===== src/rtl/encode_sched_if.sv =====
// Encode scheduler bus: uncoded FIFO read port, encoder launch/result
// handshake, UART transmitter handshake and status outputs.
interface encode_sched_if #(
  parameter int DW = 128
);
  logic          en;
  logic          fifo_empty;
  logic          fifo_rinc;
  logic [DW-1:0] fifo_rdata;
  logic          enc_ready;
  logic          enc_vld_i;
  logic [DW-1:0] enc_din;
  logic          enc_vld_o;
  logic [2*DW-1:0] enc_dout;
  logic          tx_flag;
  logic [2*DW-1:0] tx_data;
  logic          tx_ok;
  logic          busy;
  logic [15:0]   frame_cnt;
  logic          err_tmo;
  logic          err_ovr;

  // Scheduler side.
  modport master (
    input  en, fifo_empty, fifo_rdata, enc_ready, enc_vld_o, enc_dout, tx_ok,
    output fifo_rinc, enc_vld_i, enc_din, tx_flag, tx_data, busy,
           frame_cnt, err_tmo, err_ovr
  );

  // FIFO / encoder / transmitter / control side.
  modport slave (
    output en, fifo_empty, fifo_rdata, enc_ready, enc_vld_o, enc_dout, tx_ok,
    input  fifo_rinc, enc_vld_i, enc_din, tx_flag, tx_data, busy,
           frame_cnt, err_tmo, err_ovr
  );
endinterface


===== src/rtl/encode_sched.sv =====
// Encode scheduler: pops one word from the uncoded FIFO, launches it into
// the encoder, waits (bounded) for the coded frame, hands it to the UART
// transmitter and waits for completion. Exactly one frame in flight.
module encode_sched #(
  parameter int DW  = 128,
  parameter int TMO = 1024
) (
  input logic            clk,
  input logic            rst_n,
  encode_sched_if.master bus
);

  localparam int            CW       = (TMO > 2) ? $clog2(TMO) : 1;
  localparam logic [CW-1:0] TMO_LAST = CW'(TMO - 1);

  typedef enum logic [2:0] {
    S_IDLE,
    S_POP,
    S_LAUNCH,
    S_WAIT_ENC,
    S_SEND,
    S_WAIT_TX
  } state_t;

  state_t          r_state;
  state_t          w_next;
  logic [CW-1:0]   r_tmo_cnt;
  logic [2*DW-1:0] r_tx_data;
  logic [15:0]     r_frame_cnt;
  logic            r_err_tmo;
  logic            r_err_ovr;
  logic            w_fifo_rinc;
  logic            w_enc_vld_i;
  logic            w_tx_flag;
  logic            w_enc_hit;
  logic            w_tmo_hit;

  // A result in WAIT_ENC always beats the timeout in the same cycle.
  assign w_enc_hit = (r_state == S_WAIT_ENC) && bus.enc_vld_o;
  assign w_tmo_hit = (r_state == S_WAIT_ENC) && !bus.enc_vld_o &&
                     (r_tmo_cnt == TMO_LAST);

  // State register.
  // NOTE: sequential state uses non-blocking assignments so every flop
  // samples pre-edge values regardless of block evaluation order.
  always_ff @(posedge clk or negedge rst_n) begin
    if (!rst_n) r_state <= S_IDLE;
    else        r_state <= w_next;
  end

  // Next-state and one-cycle strobe decode.
  // NOTE: every output of this block gets a default first, so no path
  // leaves a signal unassigned and no latch is inferred.
  always_comb begin
    w_next      = r_state;
    w_fifo_rinc = 1'b0;
    w_enc_vld_i = 1'b0;
    w_tx_flag   = 1'b0;
    case (r_state)
      S_IDLE: begin
        if (bus.en && !bus.fifo_empty && bus.enc_ready) w_next = S_POP;
      end
      S_POP: begin
        w_fifo_rinc = 1'b1;
        w_next      = S_LAUNCH;
      end
      S_LAUNCH: begin
        w_enc_vld_i = 1'b1;
        w_next      = S_WAIT_ENC;
      end
      S_WAIT_ENC: begin
        if (w_enc_hit)      w_next = S_SEND;
        else if (w_tmo_hit) w_next = S_IDLE;
      end
      S_SEND: begin
        w_tx_flag = 1'b1;
        w_next    = S_WAIT_TX;
      end
      S_WAIT_TX: begin
        if (bus.tx_ok) w_next = S_IDLE;
      end
      default: w_next = S_IDLE;
    endcase
  end

  // Encoder timeout counter: cleared on launch, counts while waiting.
  always_ff @(posedge clk or negedge rst_n) begin
    if (!rst_n)                                  r_tmo_cnt <= '0;
    else if (r_state == S_LAUNCH)                r_tmo_cnt <= '0;
    else if ((r_state == S_WAIT_ENC) && !w_enc_hit && !w_tmo_hit)
                                                 r_tmo_cnt <= r_tmo_cnt + 1'b1;
  end

  // Coded frame holding register; only a WAIT_ENC result may load it.
  always_ff @(posedge clk or negedge rst_n) begin
    if (!rst_n)         r_tx_data <= '0;
    else if (w_enc_hit) r_tx_data <= bus.enc_dout;
  end

  // Completed-frame counter, wraps naturally at 16 bits.
  always_ff @(posedge clk or negedge rst_n) begin
    if (!rst_n)                                   r_frame_cnt <= '0;
    else if ((r_state == S_WAIT_TX) && bus.tx_ok) r_frame_cnt <= r_frame_cnt + 16'd1;
  end

  // Sticky error flags, cleared only by reset.
  always_ff @(posedge clk or negedge rst_n) begin
    if (!rst_n) begin
      r_err_tmo <= 1'b0;
      r_err_ovr <= 1'b0;
    end else begin
      if (w_tmo_hit) r_err_tmo <= 1'b1;
      if (bus.enc_vld_o && (r_state != S_WAIT_ENC)) r_err_ovr <= 1'b1;
    end
  end

  assign bus.fifo_rinc = w_fifo_rinc;
  assign bus.enc_vld_i = w_enc_vld_i;
  assign bus.enc_din   = bus.fifo_rdata;
  assign bus.tx_flag   = w_tx_flag;
  assign bus.tx_data   = r_tx_data;
  assign bus.busy      = (r_state != S_IDLE);
  assign bus.frame_cnt = r_frame_cnt;
  assign bus.err_tmo   = r_err_tmo;
  assign bus.err_ovr   = r_err_ovr;

endmodule


===== src/flat_wrapper.sv =====
// flat-port wrapper written by rule: the top's interface ports become plain ports
module encode_sched_flat 
#(
  parameter int DW  = 128,
  parameter int TMO = 1024
)
  (clk, rst_n, bus_en, bus_fifo_empty, bus_fifo_rdata, bus_enc_ready, bus_enc_vld_o, bus_enc_dout, bus_tx_ok, bus_fifo_rinc, bus_enc_vld_i, bus_enc_din, bus_tx_flag, bus_tx_data, bus_busy, bus_frame_cnt, bus_err_tmo, bus_err_ovr);
  encode_sched_if #(.DW(DW)) bus_i ();
  input logic clk;
  input logic rst_n;
  input wire logic [$bits(bus_i.en)-1:0] bus_en;
  input wire logic [$bits(bus_i.fifo_empty)-1:0] bus_fifo_empty;
  input wire logic [$bits(bus_i.fifo_rdata)-1:0] bus_fifo_rdata;
  input wire logic [$bits(bus_i.enc_ready)-1:0] bus_enc_ready;
  input wire logic [$bits(bus_i.enc_vld_o)-1:0] bus_enc_vld_o;
  input wire logic [$bits(bus_i.enc_dout)-1:0] bus_enc_dout;
  input wire logic [$bits(bus_i.tx_ok)-1:0] bus_tx_ok;
  output wire logic [$bits(bus_i.fifo_rinc)-1:0] bus_fifo_rinc;
  output wire logic [$bits(bus_i.enc_vld_i)-1:0] bus_enc_vld_i;
  output wire logic [$bits(bus_i.enc_din)-1:0] bus_enc_din;
  output wire logic [$bits(bus_i.tx_flag)-1:0] bus_tx_flag;
  output wire logic [$bits(bus_i.tx_data)-1:0] bus_tx_data;
  output wire logic [$bits(bus_i.busy)-1:0] bus_busy;
  output wire logic [$bits(bus_i.frame_cnt)-1:0] bus_frame_cnt;
  output wire logic [$bits(bus_i.err_tmo)-1:0] bus_err_tmo;
  output wire logic [$bits(bus_i.err_ovr)-1:0] bus_err_ovr;
  assign bus_i.en = bus_en;
  assign bus_i.fifo_empty = bus_fifo_empty;
  assign bus_i.fifo_rdata = bus_fifo_rdata;
  assign bus_i.enc_ready = bus_enc_ready;
  assign bus_i.enc_vld_o = bus_enc_vld_o;
  assign bus_i.enc_dout = bus_enc_dout;
  assign bus_i.tx_ok = bus_tx_ok;
  assign bus_fifo_rinc = bus_i.fifo_rinc;
  assign bus_enc_vld_i = bus_i.enc_vld_i;
  assign bus_enc_din = bus_i.enc_din;
  assign bus_tx_flag = bus_i.tx_flag;
  assign bus_tx_data = bus_i.tx_data;
  assign bus_busy = bus_i.busy;
  assign bus_frame_cnt = bus_i.frame_cnt;
  assign bus_err_tmo = bus_i.err_tmo;
  assign bus_err_ovr = bus_i.err_ovr;
  encode_sched #(.DW(DW), .TMO(TMO)) u_core (.clk(clk), .rst_n(rst_n), .bus(bus_i));
endmodule

===== config.mk =====
export PLATFORM = sky130hd
export DESIGN_NAME = encode_sched_flat
export DESIGN_NICKNAME = d
export VERILOG_FILES = /design/src/rtl/encode_sched_if.sv /design/src/rtl/encode_sched.sv /design/src/flat_wrapper.sv
export SDC_FILE = /design/constraint.sdc
export NUM_CORES = 1
export LEC_CHECK = 0
export CAP_MARGIN = 10
export CORE_AREA = 2 2 310 312
export CTS_BUF_LIST = sky130_fd_sc_hd__clkbuf_8
export CTS_CLUSTER_DIAMETER = 200
export DETAILED_ROUTE_END_ITERATION = 10
export DIE_AREA = 0 0 312 314
export PLACE_DENSITY = 0.34
export RECOVER_POWER = 50
export SETUP_SLACK_MARGIN = 0.15
export SLEW_MARGIN = 15
export SYNTH_ARGS = -nofsm -noshare
export SYNTH_HDL_FRONTEND = slang
export SYNTH_SLANG_ARGS = --single-unit

===== constraint.sdc =====
create_clock -name clk -period 1.95 [get_ports clk]
set_input_delay 0.585 -clock clk [delete_from_list [all_inputs] [get_ports clk]]
set_output_delay 0.585 -clock clk [all_outputs]
set_load 0.01 [all_outputs]

-- After elaboration in Yosys (flattened, before gate mapping)
Index checks and enable logic that the tools add are counted.
Widths: inputs -> output; s select.
- $add $sub $neg: 2
- multipliers: 0
- divide/modulo/power cells: 0
- order comparisons: 0
- equal/unequal tests: 10
- shift operators: 0
- muxes and demuxes: 10
- bitwise gates (word level): 0
- reductions and logical operators: 17
- operator list (operator ; count):
    $mux 10 ; 2
    $pmux 3 s6 ; 1
    $add 16x1->16 const B ; 1
    $mux 3 ; 4
    $add 10x1->10 const B ; 1
    $eq 10x10->1 const B ; 1
    $logic_and 1x1->1 ; 9
    $eq 3x2->1 const B ; 2
    $eq 3x3->1 const B ; 2
    $logic_not 1->1 ; 4
    $eq 3x1->1 const B ; 1
    $logic_not 3->1 ; 1
    $mux 1 ; 3
    $ne 3x1->1 const B ; 1
    $ne 3x2->1 const B ; 1
    $reduce_and 3->1 ; 1
    $reduce_bool 3->1 ; 1
    $ne 2x1->1 const B ; 1
    $ne 2x2->1 const B ; 1
    $reduce_bool 2->1 ; 1
- flip-flop bits (word level): 287
- bits in latches: 0
- RAM bits: 0
- ROM bits: 0
- input port bits: 391
- output and inout port bits: 406
- memories kept: 0

-- Depth between registers and ports, before layout
- depth after elaboration: 7
- gate-level depth with buffers: 6
- depth with buffers taken out: 5

-- Worst setup path after synthesis
OpenSTA, ideal clock, no wires.
- path type: input to register
- from: input bus_enc_vld_o
- to: register u_core.r_tmo_cnt[9]
- arrival: 1.636 ns
- slack: 0.237 ns
- cell stages on the path: 4
- buffers on the path: 0
- cells stage by stage: and4bb_4 nand2_4 or4_1 a21oi_1
- cells in the longest elaborated chain, start to end: 6
- elaborated cells between the ends (all ways): 9
- ends and longest elaborated chain (what ; RTL line ; text):
    start: declaration ; flat_wrapper.sv:15 ; input wire logic [$bits(bus_i.enc_vld_o)-1:0] bus_enc_vld_o;
    $logic_not 1->1 ; encode_sched.sv:40 ; assign w_tmo_hit = (r_state == S_WAIT_ENC) && !bus.enc_vld_o &&
    $logic_and 1x1->1 (2 in a row) ; encode_sched.sv:40 ;
    $logic_not 1->1 ; encode_sched.sv:90 ; else if ((r_state == S_WAIT_ENC) && !w_enc_hit && !w_tmo_hit)
    $logic_and 1x1->1 * ; encode_sched.sv:90 ;
    $reduce_bool 2->1 (no line) * ; - ;
    end signal: assignment ; encode_sched.sv:91 ; r_tmo_cnt <= r_tmo_cnt + 1'b1;
    end: declaration ; encode_sched.sv:27 ; logic [CW-1:0] r_tmo_cnt;
Mark *: on every way between the ends. The rest lies on a longest branch, timed or not.
A chain may end at the register's enable or synchronous reset.

-- Final worst setup path
- from: register u_core.r_state[0]
- to: output bus_busy
- cells in the longest elaborated chain, start to end: 1
- ends and longest elaborated chain (what ; RTL line ; text):
    start: declaration ; encode_sched.sv:25 ; state_t r_state;
    start signal: assignment ; encode_sched.sv:48 ; else r_state <= w_next;
    $reduce_bool 3->1 ; encode_sched.sv:122 ; assign bus.busy = (r_state != S_IDLE);
    end: declaration ; flat_wrapper.sv:23 ; output wire logic [$bits(bus_i.busy)-1:0] bus_busy;
Every way passes these cells.

==> results.env <==
RUN_STATUS='complete, but fails checks'
VIOLATED_CHECKS='setup timing'
SYNTH_SIMPLE_GATE_AREA_SHARE_PCT=3.15
TIMING.FMAX_MHz=436
MAX_SLEW_HEADROOM_AT_THE_WORST_PIN_PCT=45.2
DISTINCT_CELLS_SYNTH=49
TRITONCTS='done'
FIN_SKEW_PS=26.7
CRIT_PATH_MAX_FANOUT=4
DESIGN.CORE.AREA_UM2=94400
CLOCK_PATH_BUFFERS=3
ROUTABILITYCONGESTION=0.735
SYNTH.YOSYS.SEQ_AREA_SHARE_PCT=59.9
COMBINATIONAL_FAMILY_WITH_THE_MOST_AREA_AFTER_SYNTHESIS='multiplexers'
DETAILED_PLACE_HPWL_UM=32000
SLEW_VIOLATIONS=0
SYNTH_COMPOUND_GATE_AREA_SHARE_PCT=1.12
CLK_PIN_SLEW_PS=60
DRT-TOTAL-WL_UM=47500
XOR_AND_XNOR_FRACTION_OF_THE_MAPPED_NETLIST_AREA_PCT=1.10
TOTAL_INSTANCE_COUNT_AFTER_DETAILED_PLACEMENT=2516
SYN2LAYOUT_AREA_GROWTH_PCT=72.4
R2R-START='u_core.r_state[2]'
GRT_OVERFLOW_TOTAL=0
POWER_DENSITY_OF_THE_PLACED_CELLS_nW_PER_UM2=1500
TIMING_WORST_SLEW_PIN_VALUE_PS=822
DIEWIDTH_UM=312
SYNTH_FF_TYPE='dfrtp_1'
SYNTHCELLS=811
REGTOREGENDPOINT='u_core.bus.tx_data[74]'
REGISTER_BIT_TOTAL_FROM_SYNTHESIS=287
FP.DIEAREA_UM2=98000
WL_PER_CELL_UM=17.7
DETAILEDROUTE.FIRSTITERATIONVIOLATIONS=214
SETUP_VIOLATIONS=228
GRT_PASS1_WL_UM=65000
REG2REG_SLACK_PS=-130
PLACED_AREA_UM2=18400
LAYOUT_SETUP_WS_PS=-345
HOLD_CLASS='in2reg'
COUNT_OF_INPUT_AND_OUTPUT_BUFFERS=540
CLKLATENCYLATEPIN_PS=680
STDCELL_AREA_UM2=20700
FIRST_PASS_ITERS=4
CAP_VIOLATIONS=0
CTS_NUM_SINKS=287
RSZ0062_AT_GRT='yes'
P_LEAK_nW=9.46
FF2FF_PATH_DEPTH=9
GRT_START_MAX_NET_PINS=44
REMAINING_DRC_ERRORS=0
TIMING_HOLD_VIOLATIONS_FINAL=0
WHS_PATH_DEPTH=2
CLOCK_TREE.ROOT_CELL='clkbuf_8'
TIMING.CRITICAL_PATH.ARRIVAL_PS=1710
CRITICAL_PATH.STARTPOINT_TYPE='register'
DETAIL-ROUTE-ANTENNA-NETS=0
VIA_COUNT_OF_THE_FIRST_GLOBAL_ROUTING_PASS=9686
ANTENNA_CELLS=0
MAPPEDNETLISTNETS=1204
SYNTH.YOSYS.WARNINGS=0
FP.DIEH_UM=314
ENDPOINT_KIND='primary output'
HP-START='bus_enc_dout[185]'
WORST_HOLD_PATH.ENDPOINT='u_core.bus.tx_data[185]'
SYNTH-ASYNC-RESET-RATIO_PCT=100
SYNTH_ADDER_AREA_SHARE_PCT=0.209
SYNTH.AREA.MUX_SHARE_PCT=24.4
MAPPEDNETLISTAREA_UM2=12000
CP.REQUIRED_PS=1360
INITIAL_CORE_UTIL_PCT=12.7
DR_TOTAL_VIAS=8637
POST_DRT_VIA_CELL_RATIO=3.21
FIN_CELLS=2693
FILL_CELLS=10349
TOTAL_ROUTING_RESOURCE_UTILIZATION_AFTER_GLOBAL_ROUTING_PCT=8.80
NUM-NETS-FINAL=1782
DRIVE_GT1_SHARE_PCT=53.9
H-TREE-DEPTH=2
CRITICALPATHCATEGORY='reg2out'
LAYOUT_WORST_PATH_CYCLE_SHARE_PCT=118
ANTENNA_VIOLATIONS_BEFORE_REPAIR=1
FINAL_PERIOD_MINUS_WORST_SETUP_SLACK_PS=2300
VDD_IR_DROP_MAX_mV=0.674
SYNTHESIS.AREA_PER_INSTANCE_UM2=14.8
CORE.ROWCOUNT=113
NUMBER_OF_SYNTHESIZED_FLOPS_WITH_AN_ENABLE_PIN=0
NUMCTSBUFFERS=60
IOPINCOUNT=797
worst max-delay path: stages (launching register included):
cell	delay, ps
dfrtp_1	400
buf_6	130
or3_4	380
buf_6	130
where the power goes:
part           total (mW)  switching [mW]  internal (mW)
Clock                6.66            2.92           3.74
Sequential           10.5            1.72           8.77
Combinational        13.9            5.26           8.61
Total                31.0            9.91           21.1
flip-flops by register name, summed over array words and instances (netlist names):
name,flops
u_core.bus.frame_cnt,16
u_core.bus.err_ovr,1
u_core.r_state,3
u_core.r_tmo_cnt,10
u_core.bus.tx_data,256
u_core.bus.err_tmo,1
placed cells by master, fill, tap and decap left out, types with 3 or more instances in the layout:
| cell type | n |
|---|---|
| a21oi_2 | 3 |
| buf_12 | 15 |
| buf_16 | 7 |
| buf_2 | 124 |
| buf_4 | 49 |
| buf_6 | 170 |
| buf_8 | 13 |
| bufinv_16 | 3 |
| clkbuf_1 | 14 |
| clkbuf_16 | 16 |
| clkbuf_2 | 3 |
| clkbuf_8 | 73 |
| clkdlybuf4s50_1 | 261 |
| clkinv_2 | 5 |
| dfrtp_1 | 282 |
| dfrtp_2 | 5 |
| inv_1 | 24 |
| mux2_2 | 178 |
| mux2_4 | 79 |
| mux2i_1 | 3 |
| nand2_1 | 13 |
| nand3_1 | 6 |
| nand4_1 | 4 |
| nor2_1 | 8 |
| nor3_1 | 4 |
| xnor2_1 | 6 |
| xor2_1 | 9 |
per-layer routing:
metal	wire length (um)	GRT usage [%]	share of wire, %
met5	0	0	0
met4	1750	4.35	3.7
met3	5290	4.64	11
met2	24500	15.4	52
met1	16000	8.46	34
Yosys cell counts (all sizes together), types with 2 or more instances:
library cell	n	area share [%]
nor3	4	0.17
o31a	2	0.17
nor4	2	0.16
o21ai	2	0.084
nor2	8	0.25
xnor2	6	0.44
mux2	257	24
mux2i	3	0.25
nand2	14	0.50
and4	2	0.15
xor2	9	0.66
ha	2	0.21
buf	159	9.8
nand4	6	0.42
inv	8	0.25
a31oi	2	0.10
nand3	7	0.33
a21oi	4	0.17
or3	3	0.18
and2	3	0.17
or4	2	0.13
o31ai	2	0.13
dfrtp	287	60
how the worst max path moves through the flow:
stage	from	end	slack (ps)	depth (start not counted)
after global routing	u_core.r_state[2]	bus_fifo_rinc	-470	4
after detailed placement	bus_enc_vld_o	u_core.bus.tx_data[162]	-330	6
after CTS	u_core.r_state[0]	bus_busy	-470	3
after floorplan	bus_enc_vld_o	u_core.r_tmo_cnt[9]	240	4
final	u_core.r_state[0]	bus_busy	-350	3
after global placement	bus_enc_vld_o	u_core.r_tmo_cnt[9]	-350	5
layout make-up:
cell class / instances / area (um^2) / area share, %
clock buffer: 73 / 1000 / 4.86
clock inverter: 28 / 206 / 0.999
inverter: 8 / 32.5 / 0.157
multi-input combinational: 357 / 3950 / 19.1
sequential: 287 / 7190 / 34.8
tap: 1265 / 1580 / 7.66
timing repair buffer: 675 / 6700 / 32.4
timing repair:
action	in CTS	in global routing
setup buffers	36	16
endpoints found under the hold margin	23	0
cloned	3	20
endpoints found under the setup margin	518	549
hold buffers	1	0
pin swaps	3	9
gates resized for setup	1403	90
cells by family (layout without fill, tap and decap cells):
logic type	count (synthesis)	count (layout)
fa+ha+maj	2	2
mux	260	260
xor+xnor	15	15
simple gates	61	61
flops	287	287
buf+inv	167	784
compound gates	19	19
per-stage QoR:
step	setup slack (ps)	TNS (ps)	power (mW)	hold slack (ps)	util, %
after floorplan	237	0	15.4	289	-
after global placement	-347	-73870	23.1	462	19.5
after detailed placement	-333	-73070	23.2	490	19.5
after CTS	-467	-7690	30.6	335	21.0
after global routing	-470	-36710	33.0	404	21.9
final	-345	-16470	31.0	492	21.9
Note: power is estimated with default switching activity, not from simulation.
